===== src/rtl/spi_pkg.sv =====
`default_nettype none
// ============================================================================
//  Module      : spi_pkg
//  Description : Shared SPI definitions: controller state encoding and the
//                bit positions of CPOL/CPHA inside the 2-bit MODE field.
//                Used by both the SPI slave and the SPI master.
//  Revision    : 1.0 - initial release
// ============================================================================
package spi_pkg;

    typedef logic [1:0] state_t;

    localparam state_t c_ST_IDLE    = 2'd0;
    localparam state_t c_ST_XFER    = 2'd1;
    localparam state_t c_ST_WAIT_SS = 2'd2;

    localparam int c_MODE_CPOL_BIT = 1;
    localparam int c_MODE_CPHA_BIT = 0;

endpackage
`default_nettype wire


===== src/rtl/spi_slave_if.sv =====
`default_nettype none
// ============================================================================
//  Module      : spi_slave_if
//  Description : Bus bundle for spi_slave: local transmit/receive handshake
//                plus the four SPI pins.
//                Optional feature macro: SPI_SLAVE_ERR_EN (adds Err).
//  Modports    : slave  - the spi_slave endpoint
//                master - local user logic and the remote SPI master
//  Revision    : 1.0 - initial release
// ============================================================================
interface spi_slave_if #(
    parameter int DATA_WIDTH = 8
);
    logic [1:0]            MODE;
    logic [DATA_WIDTH-1:0] TxData;
    logic                  TxLoad;
    logic                  TxReady;
    logic [DATA_WIDTH-1:0] RxData;
    logic                  RxValid;
    logic                  Busy;
    logic                  SClk;
    logic                  SS;
    logic                  MOSI;
    logic                  MISO;
`ifdef SPI_SLAVE_ERR_EN
    logic                  Err;
`endif

    modport slave (
        input  MODE, TxData, TxLoad, SClk, SS, MOSI,
        output TxReady, RxData, RxValid, Busy, MISO
`ifdef SPI_SLAVE_ERR_EN
        , Err
`endif
    );

    modport master (
        output MODE, TxData, TxLoad, SClk, SS, MOSI,
        input  TxReady, RxData, RxValid, Busy, MISO
`ifdef SPI_SLAVE_ERR_EN
        , Err
`endif
    );

endinterface
`default_nettype wire


===== src/rtl/spi_sync_edge.sv =====
`default_nettype none
// ============================================================================
//  Module      : spi_sync_edge
//  Description : Multi-flop synchronizer with registered rise/fall detect.
//                o_level is delayed one cycle so it lines up with the edge
//                pulses; pin-to-pulse latency is SYNC_STAGES+1 cycles.
//  Ports       : Clk, Reset (sync, active high)
//                i_async  - asynchronous input pin
//                o_level  - synchronized level
//                o_rise   - one-cycle pulse on 0->1
//                o_fall   - one-cycle pulse on 1->0
//  Revision    : 1.0 - initial release
// ============================================================================
module spi_sync_edge #(
    parameter int SYNC_STAGES = 2
) (
    input  logic Clk,
    input  logic Reset,
    input  logic i_async,
    output logic o_level,
    output logic o_rise,
    output logic o_fall
);

    logic [SYNC_STAGES-1:0] r_chain;
    logic                   r_level;
    logic                   r_rise;
    logic                   r_fall;

    // Everything clears to 0 so a slave select held low through reset is
    // never mistaken for a fresh falling edge.
    always_ff @(posedge Clk) begin
        if (Reset) begin
            r_chain <= '0;
            r_level <= 1'b0;
            r_rise  <= 1'b0;
            r_fall  <= 1'b0;
        end else begin
            r_chain <= {r_chain[SYNC_STAGES-2:0], i_async};
            r_level <= r_chain[SYNC_STAGES-1];
            r_rise  <= r_chain[SYNC_STAGES-1] & ~r_level;
            r_fall  <= ~r_chain[SYNC_STAGES-1] & r_level;
        end
    end

    assign o_level = r_level;
    assign o_rise  = r_rise;
    assign o_fall  = r_fall;

endmodule
`default_nettype wire


===== src/rtl/spi_slave.sv =====
`default_nettype none
// ============================================================================
//  Module      : spi_slave
//  Description : Oversampling SPI slave, all four modes, multi-word frames,
//                single-entry transmit buffer, one-cycle RxValid strobe.
//                Optional feature macro: SPI_SLAVE_ERR_EN adds Err, a
//                one-cycle pulse on transmit underrun or mid-word abort.
//  Ports       : Clk, Reset (sync, active high)
//                bus (spi_slave_if.slave): MODE, TxData, TxLoad, TxReady,
//                RxData, RxValid, Busy, SClk, SS, MOSI, MISO [, Err]
//  Revision    : 1.0 - initial release
// ============================================================================
module spi_slave
    import spi_pkg::*;
#(
    parameter int DATA_WIDTH  = 8,
    parameter int SYNC_STAGES = 2
) (
    input  logic       Clk,
    input  logic       Reset,
    spi_slave_if.slave bus
);

    localparam int c_CNT_W = (DATA_WIDTH > 2) ? $clog2(DATA_WIDTH) : 1;
    localparam logic [c_CNT_W-1:0] c_LAST_BIT = c_CNT_W'(DATA_WIDTH - 1);

    logic w_sclk_lvl, w_sclk_rise, w_sclk_fall;
    logic w_ss_lvl, w_ss_rise, w_ss_fall;
    logic w_mosi_lvl, w_mosi_rise, w_mosi_fall;
    logic [2:0] w_unused_bits;

    spi_sync_edge #(.SYNC_STAGES(SYNC_STAGES)) u_sync_sclk (
        .Clk(Clk), .Reset(Reset), .i_async(bus.SClk),
        .o_level(w_sclk_lvl), .o_rise(w_sclk_rise), .o_fall(w_sclk_fall)
    );
    spi_sync_edge #(.SYNC_STAGES(SYNC_STAGES)) u_sync_ss (
        .Clk(Clk), .Reset(Reset), .i_async(bus.SS),
        .o_level(w_ss_lvl), .o_rise(w_ss_rise), .o_fall(w_ss_fall)
    );
    spi_sync_edge #(.SYNC_STAGES(SYNC_STAGES)) u_sync_mosi (
        .Clk(Clk), .Reset(Reset), .i_async(bus.MOSI),
        .o_level(w_mosi_lvl), .o_rise(w_mosi_rise), .o_fall(w_mosi_fall)
    );
    assign w_unused_bits = {w_sclk_lvl, w_mosi_rise, w_mosi_fall};

    state_t                  r_state;
    logic                    r_cpol, r_cpha;
    logic [c_CNT_W-1:0]      r_bit_cnt;
    logic                    r_boundary;
    logic [DATA_WIDTH-1:0]   r_tx_shift, r_rx_shift, r_tx_buf, r_rx_data;
    logic                    r_tx_ready, r_rx_valid, r_busy, r_miso;

    logic w_lead, w_trail, w_sample, w_shift, w_in_xfer;
    logic w_start, w_abort, w_reload, w_load, w_store, w_consume, w_underrun;
    logic [DATA_WIDTH-1:0] w_load_word, w_shift_src, w_rx_next;

    // Leading edge leaves the CPOL level; CPHA picks which edge samples.
    assign w_lead    = r_cpol ? w_sclk_fall : w_sclk_rise;
    assign w_trail   = r_cpol ? w_sclk_rise : w_sclk_fall;
    assign w_sample  = r_cpha ? w_trail : w_lead;
    assign w_shift   = r_cpha ? w_lead  : w_trail;

    assign w_in_xfer = (r_state == c_ST_XFER);
    assign w_start   = (r_state == c_ST_IDLE) && w_ss_fall;
    assign w_abort   = w_in_xfer && w_ss_rise && (r_bit_cnt != '0);
    // First shift edge after a completed word fetches the next word.
    assign w_reload  = w_in_xfer && !w_ss_rise && w_shift && r_boundary;
    assign w_load    = w_start || w_reload;

    // An empty buffer (TxReady high) sends zeros.
    assign w_load_word = r_tx_ready ? '0 : r_tx_buf;
    assign w_store     = bus.TxLoad && r_tx_ready;
    assign w_consume   = w_load && !r_tx_ready;
    assign w_underrun  = w_load && r_tx_ready;
    assign w_shift_src = r_boundary ? w_load_word : r_tx_shift;
    assign w_rx_next   = {r_rx_shift[DATA_WIDTH-2:0], w_mosi_lvl};

    always_ff @(posedge Clk) begin
        if (Reset) begin
            r_state    <= c_ST_WAIT_SS;
            r_cpol     <= 1'b0;
            r_cpha     <= 1'b0;
            r_bit_cnt  <= '0;
            r_boundary <= 1'b0;
            r_tx_shift <= '0;
            r_rx_shift <= '0;
            r_tx_buf   <= '0;
            r_rx_data  <= '0;
            r_tx_ready <= 1'b1;
            r_rx_valid <= 1'b0;
            r_busy     <= 1'b0;
            r_miso     <= 1'b0;
        end else begin
            r_rx_valid <= 1'b0;

            // Store and consume are exclusive: store needs an empty
            // buffer, consume a full one, and a load reads the old word.
            if (w_store) begin
                r_tx_buf   <= bus.TxData;
                r_tx_ready <= 1'b0;
            end else if (w_consume) begin
                r_tx_ready <= 1'b1;
            end

            case (r_state)
                c_ST_WAIT_SS: begin
                    if (w_ss_lvl) r_state <= c_ST_IDLE;
                end
                c_ST_IDLE: begin
                    if (w_ss_fall) begin
                        r_state    <= c_ST_XFER;
                        r_busy     <= 1'b1;
                        r_cpol     <= bus.MODE[c_MODE_CPOL_BIT];
                        r_cpha     <= bus.MODE[c_MODE_CPHA_BIT];
                        r_bit_cnt  <= '0;
                        r_boundary <= 1'b0;
                        r_tx_shift <= w_load_word;
                        // CPHA=1 presents its first bit on the first leading edge.
                        r_miso     <= bus.MODE[c_MODE_CPHA_BIT] ? 1'b0
                                                                : w_load_word[DATA_WIDTH-1];
                    end
                end
                c_ST_XFER: begin
                    if (w_ss_rise) begin
                        r_state    <= c_ST_IDLE;
                        r_busy     <= 1'b0;
                        r_bit_cnt  <= '0;
                        r_boundary <= 1'b0;
                        r_miso     <= 1'b0;
                    end else begin
                        if (w_sample) begin
                            r_rx_shift <= w_rx_next;
                            if (r_bit_cnt == c_LAST_BIT) begin
                                r_rx_data  <= w_rx_next;
                                r_rx_valid <= 1'b1;
                                r_bit_cnt  <= '0;
                                r_boundary <= 1'b1;
                            end else begin
                                r_bit_cnt <= r_bit_cnt + 1'b1;
                            end
                        end
                        if (w_shift) begin
                            r_boundary <= 1'b0;
                            if (r_cpha) begin
                                r_miso     <= w_shift_src[DATA_WIDTH-1];
                                r_tx_shift <= w_shift_src << 1;
                            end else if (r_boundary) begin
                                r_miso     <= w_load_word[DATA_WIDTH-1];
                                r_tx_shift <= w_load_word;
                            end else begin
                                r_miso     <= r_tx_shift[DATA_WIDTH-2];
                                r_tx_shift <= r_tx_shift << 1;
                            end
                        end
                    end
                end
                default: r_state <= c_ST_WAIT_SS;
            endcase
        end
    end

    assign bus.TxReady = r_tx_ready;
    assign bus.RxData  = r_rx_data;
    assign bus.RxValid = r_rx_valid;
    assign bus.Busy    = r_busy;
    assign bus.MISO    = r_miso;

`ifdef SPI_SLAVE_ERR_EN
    logic r_err;

    always_ff @(posedge Clk) begin
        if (Reset) r_err <= 1'b0;
        else       r_err <= w_underrun || w_abort;
    end

    assign bus.Err = r_err;
`else
    logic [1:0] w_unused_err;
    assign w_unused_err = {w_underrun, w_abort};
`endif

endmodule
`default_nettype wire


===== src/flat_wrapper.sv =====
// flat-port wrapper written by rule: the top's interface ports become plain ports
module spi_slave_flat import spi_pkg::*;
#(
    parameter int DATA_WIDTH  = 8,
    parameter int SYNC_STAGES = 2
)
  (Clk, Reset, bus_MODE, bus_TxData, bus_TxLoad, bus_SClk, bus_SS, bus_MOSI, bus_TxReady, bus_RxData, bus_RxValid, bus_Busy, bus_MISO);
  spi_slave_if #(.DATA_WIDTH(DATA_WIDTH)) bus_i ();
  input  logic Clk;
  input  logic Reset;
  input wire logic [$bits(bus_i.MODE)-1:0] bus_MODE;
  input wire logic [$bits(bus_i.TxData)-1:0] bus_TxData;
  input wire logic [$bits(bus_i.TxLoad)-1:0] bus_TxLoad;
  input wire logic [$bits(bus_i.SClk)-1:0] bus_SClk;
  input wire logic [$bits(bus_i.SS)-1:0] bus_SS;
  input wire logic [$bits(bus_i.MOSI)-1:0] bus_MOSI;
  output wire logic [$bits(bus_i.TxReady)-1:0] bus_TxReady;
  output wire logic [$bits(bus_i.RxData)-1:0] bus_RxData;
  output wire logic [$bits(bus_i.RxValid)-1:0] bus_RxValid;
  output wire logic [$bits(bus_i.Busy)-1:0] bus_Busy;
  output wire logic [$bits(bus_i.MISO)-1:0] bus_MISO;
  assign bus_i.MODE = bus_MODE;
  assign bus_i.TxData = bus_TxData;
  assign bus_i.TxLoad = bus_TxLoad;
  assign bus_i.SClk = bus_SClk;
  assign bus_i.SS = bus_SS;
  assign bus_i.MOSI = bus_MOSI;
  assign bus_TxReady = bus_i.TxReady;
  assign bus_RxData = bus_i.RxData;
  assign bus_RxValid = bus_i.RxValid;
  assign bus_Busy = bus_i.Busy;
  assign bus_MISO = bus_i.MISO;
  spi_slave #(.DATA_WIDTH(DATA_WIDTH), .SYNC_STAGES(SYNC_STAGES)) u_core (.Clk(Clk), .Reset(Reset), .bus(bus_i));
endmodule

===== config.mk =====
export PLATFORM = sky130hd
export DESIGN_NAME = spi_slave_flat
export DESIGN_NICKNAME = d
export VERILOG_FILES = /design/src/rtl/spi_pkg.sv /design/src/rtl/spi_slave_if.sv /design/src/rtl/spi_sync_edge.sv /design/src/rtl/spi_slave.sv /design/src/flat_wrapper.sv
export SDC_FILE = /design/constraint.sdc
export NUM_CORES = 1
export LEC_CHECK = 0
export BUFFER_PORTS_ARGS = -buffer_cell sky130_fd_sc_hd__buf_2
export CAP_MARGIN = 5
export CORE_UTILIZATION = 50
export CTS_CLUSTER_DIAMETER = 100
export CTS_CLUSTER_SIZE = 8
export DETAILED_ROUTE_END_ITERATION = 10
export GPL_TIMING_DRIVEN = 0
export PLACE_DENSITY = 0.7
export SLEW_MARGIN = 30
export SYNTH_ARGS = -nofsm -noshare
export SYNTH_HDL_FRONTEND = slang
export SYNTH_SLANG_ARGS = --single-unit

===== constraint.sdc =====
create_clock -name Clk -period 2.6 [get_ports Clk]
set_clock_uncertainty 0.1 [all_clocks]
set_input_delay 0.52 -clock Clk [delete_from_list [all_inputs] [get_ports Clk]]
set_output_delay 0.52 -clock Clk [all_outputs]
set_load 0.005 [all_outputs]

==> impl_metrics.toml <==
[grt]
first_global_vias = 1776
grt_usage = 0.216
grt_max_degree = 18
grt_remaining_overflow = 0
grt_pass1_wl_mm = 8.45
antenna_found_initial = 0

[worst_setup_path]
start_kind = "register"
cp.arrival_ns = 2.16
worstSetupPathType = "reg2reg"
cpPeakStageDelay_ns = 0.59
endpoint_kind = "register"
cp_slowest_cell = "mux2i_2"
r2r_setup_slack_ns = 0.55
cp.required_ns = 2.71
worstPathCellList = "xnor2_2 -> mux2i_2 -> nand2_2 -> a221oi_1"
crit_family = "multiplexers"
cp_num_buf_inv = 0
crit_path_max_fanout = 9

[timing]
min_period_over_period = 0.788
hold_viol = 0
period_needed_ns = 2.05
setup_viol = 0
rsz0062_at_grt = "no"
max_slew_margin = 0.612
fmax_ghz = 0.488
tns_ns = 0
slew_violations = 0
worst_pin_slew_ns = 0.571

[cells_and_area]
drive_above_1_share = 0.149
fin_nets = 305
finish.instance_area_um2 = 2620
antenna_cells = 0
multiInputGateArea_um2 = 1110
seqCellArea_um2 = 1120
fill_cells = 394
finalNonFillerCells = 340
area_delta_synth_final_pct = 13.3

[clock_tree]
cts-root-buf = "clkbuf_8"
htree_levels = 2
clk_pin_slew_ns = 0.10
cts_made_buffers = 5
ctsResizeCount = 0
cts_sinks = 56
post_cts_buffers = 0
clk_path_buf_depth = 2
clock_latency_ns = 0.31
cts_tree = "done"
postCtsHoldBufs = 0

[logic_synthesis]
syn-cell-area_um2 = 2310
synth.top_cell.area_share = 0.485
synth_area_leader_cell = "dfxtp_1"
yosys_warnings = 0
syn_nets = 272
yosys-top-cells-area = "dfxtp_1 49%, mux2i_1 8.2%, nand2_1 7.0%"
ys_seq_area_frac = 0.485
syn_area_per_cell_um2 = 9.10
synthDistinctLibCells = 39
synth_seq_cells = 56
synthCells = 254

[run]
drv_cap = 0

[placed_design]
gp_congestion = 0.852
dpl.cell_count = 332
dp_hpwl_mm = 3.33
dpl_cell_area_um2 = 2510
portBuffers = 26

[detailed_routing]
via_per_inst = 5.49
drtAntennaViolNets = 0
drt-total-wl_mm = 4.85
vias = 1866
first_pass_iters = 4
avgRoutedWirePerCell_um = 14.3
drt_iter0_drc = 164
drcViolationCount = 0

[floorplan]
die-width_um = 70.0
ios = 28
dieArea_um2 = 4900
fp.dieH_um = 70.0
start_util = 0.527
rows = 24
design.core.area_um2 = 4380

[run_status]
outcome = "finished, final reports clean"

[power_and_ir_drop]
power_density_nw_per_um2 = 587
p_leak_nw = 0.972
vdd_ir_drop_max_uv = 436

[worst_hold_path]
hold_class = "reg2reg"
[sequential cells by signal (all words and copies together) (netlist names)]
signal and count:
u_core.r_cpol 1, u_core.u_sync_ss.o_fall 1, u_core.u_sync_ss.o_rise 1, u_core.r_boundary 1, u_core.u_sync_mosi.o_level 1, u_core.u_sync_sclk.r_chain 2
u_core.r_tx_buf 8, u_core.bus.RxData 8, u_core.bus.MISO 1, u_core.r_rx_shift 7, u_core.u_sync_ss.r_chain 2, u_core.u_sync_mosi.r_chain 2
u_core.bus.TxReady 1, u_core.r_state 2, u_core.r_cpha 1, u_core.bus.RxValid 1, u_core.u_sync_sclk.o_rise 1, u_core.u_sync_sclk.o_level 1
u_core.r_bit_cnt 3, u_core.r_tx_shift 8, u_core.u_sync_ss.o_level 1, u_core.bus.Busy 1, u_core.u_sync_sclk.o_fall 1
[final cells by class]
class | count | area share
buffer | 15 | 0.0244
clock buffer | 6 | 0.0277
clock inverter | 2 | 0.0148
inverter | 3 | 0.00430
multi-input combinational | 180 | 0.426
sequential | 56 | 0.428
tap | 52 | 0.0249
timing repair buffer | 26 | 0.0497
[placed cells by master (no fill, tap or decap), types with 2 or more instances in the layout]
master	netlist	layout
nor3_1	3	3
dfxtp_1	56	56
nor4bb_1	2	2
clkbuf_8	0	5
a221oi_1	6	6
nand2_1	43	43
a211oi_1	2	2
a21oi_1	29	29
nand3_1	4	4
nor2_1	13	13
nor2b_1	12	12
buf_2	3	29
and2_1	3	3
mux2i_1	19	19
o21ai_0	3	3
inv_1	3	3
or4b_1	2	2
nand4b_1	6	6
ha_1	2	2
nand2b_1	12	12
clkbuf_1	11	12
o211ai_1	2	2
[power by group]
part | leakage (nW) | switching [mW] | internal, mW
clock | 0.0558 | 0.279 | 0.291
combinational | 0.462 | 0.0483 | 0.0310
sequential | 0.454 | 0.0125 | 0.875
[cells in the mapped netlist]
cell	instances
or2_0	1
o21ai_0	3
nor2_1	13
o211ai_1	2
mux2i_2	1
o41ai_1	1
a211oi_1	2
nand4_1	1
and2_1	3
a221oi_1	6
nor3b_1	1
mux2i_1	19
nand2_2	1
inv_1	3
o21ai_1	1
and3_1	1
ha_1	2
nand3_1	4
a31oi_1	1
mux2_2	1
dfxtp_1	56
a21oi_1	29
nand4b_1	6
xnor2_2	1
a41o_1	1
nor2b_1	12
a22oi_1	1
or2_2	1
or4b_1	2
nand2_1	43
o311ai_0	1
buf_2	3
buf_4	1
nor3_1	3
and4_1	1
nor4bb_1	2
mux2_4	1
clkbuf_1	11
nand2b_1	12
[through the flow]
step / util / setup slack, ns / hold slack (ns) / power [mW]
3_5_place_dp: 0.572 / 0.596 / 0.299 / 0.987
6_report: 0.597 / 0.551 / 0.310 / 1.54
4_1_cts: 0.597 / 0.566 / 0.307 / 1.55
2_1_floorplan: - / 0.919 / 0.283 / 0.954
5_1_grt: 0.597 / 0.417 / 0.301 / 1.60
3_3_place_gp: 0.572 / 0.605 / 0.292 / 0.985
[worst register-to-register path: cells and delay by family (launching register included)]
kind	cells	cell delay, ns
XOR/XNOR	1	0.39
AO/OA/AOI/OAI	1	0.30
flip-flops	1	0.35
multiplexers	1	0.59
AND/OR/NAND/NOR	1	0.22
[final timing paths]
path	startpoint	endpoint	depth (start not counted)
hold reg to reg	u_core.u_sync_sclk.r_chain[1]	u_core.u_sync_sclk.o_fall	1
setup / recovery	u_core.r_cpha	u_core.r_tx_shift[4]	4
hold / removal	u_core.u_sync_sclk.r_chain[1]	u_core.u_sync_sclk.o_fall	1
setup reg to reg	u_core.r_cpha	u_core.r_tx_shift[4]	4
[cell families after synthesis]
group                    Yosys count  synth area share
AND/OR/NAND/NOR                  107             0.240
flip-flops                        56             0.485
AO/OA/AOI/OAI                     48             0.125
multiplexers                      22            0.0996
buffers and inverters             18            0.0325
adder cells (fa/ha/maj)            2            0.0108
XOR/XNOR                           1           0.00704
[metal layers]
layer	part of all wire	GRT usage
met4	0.015	0.0689
met1	0.51	0.317
met5	0	0
met2	0.43	0.310
met3	0.045	0.0534
Power figures use the tool's default switching activity.
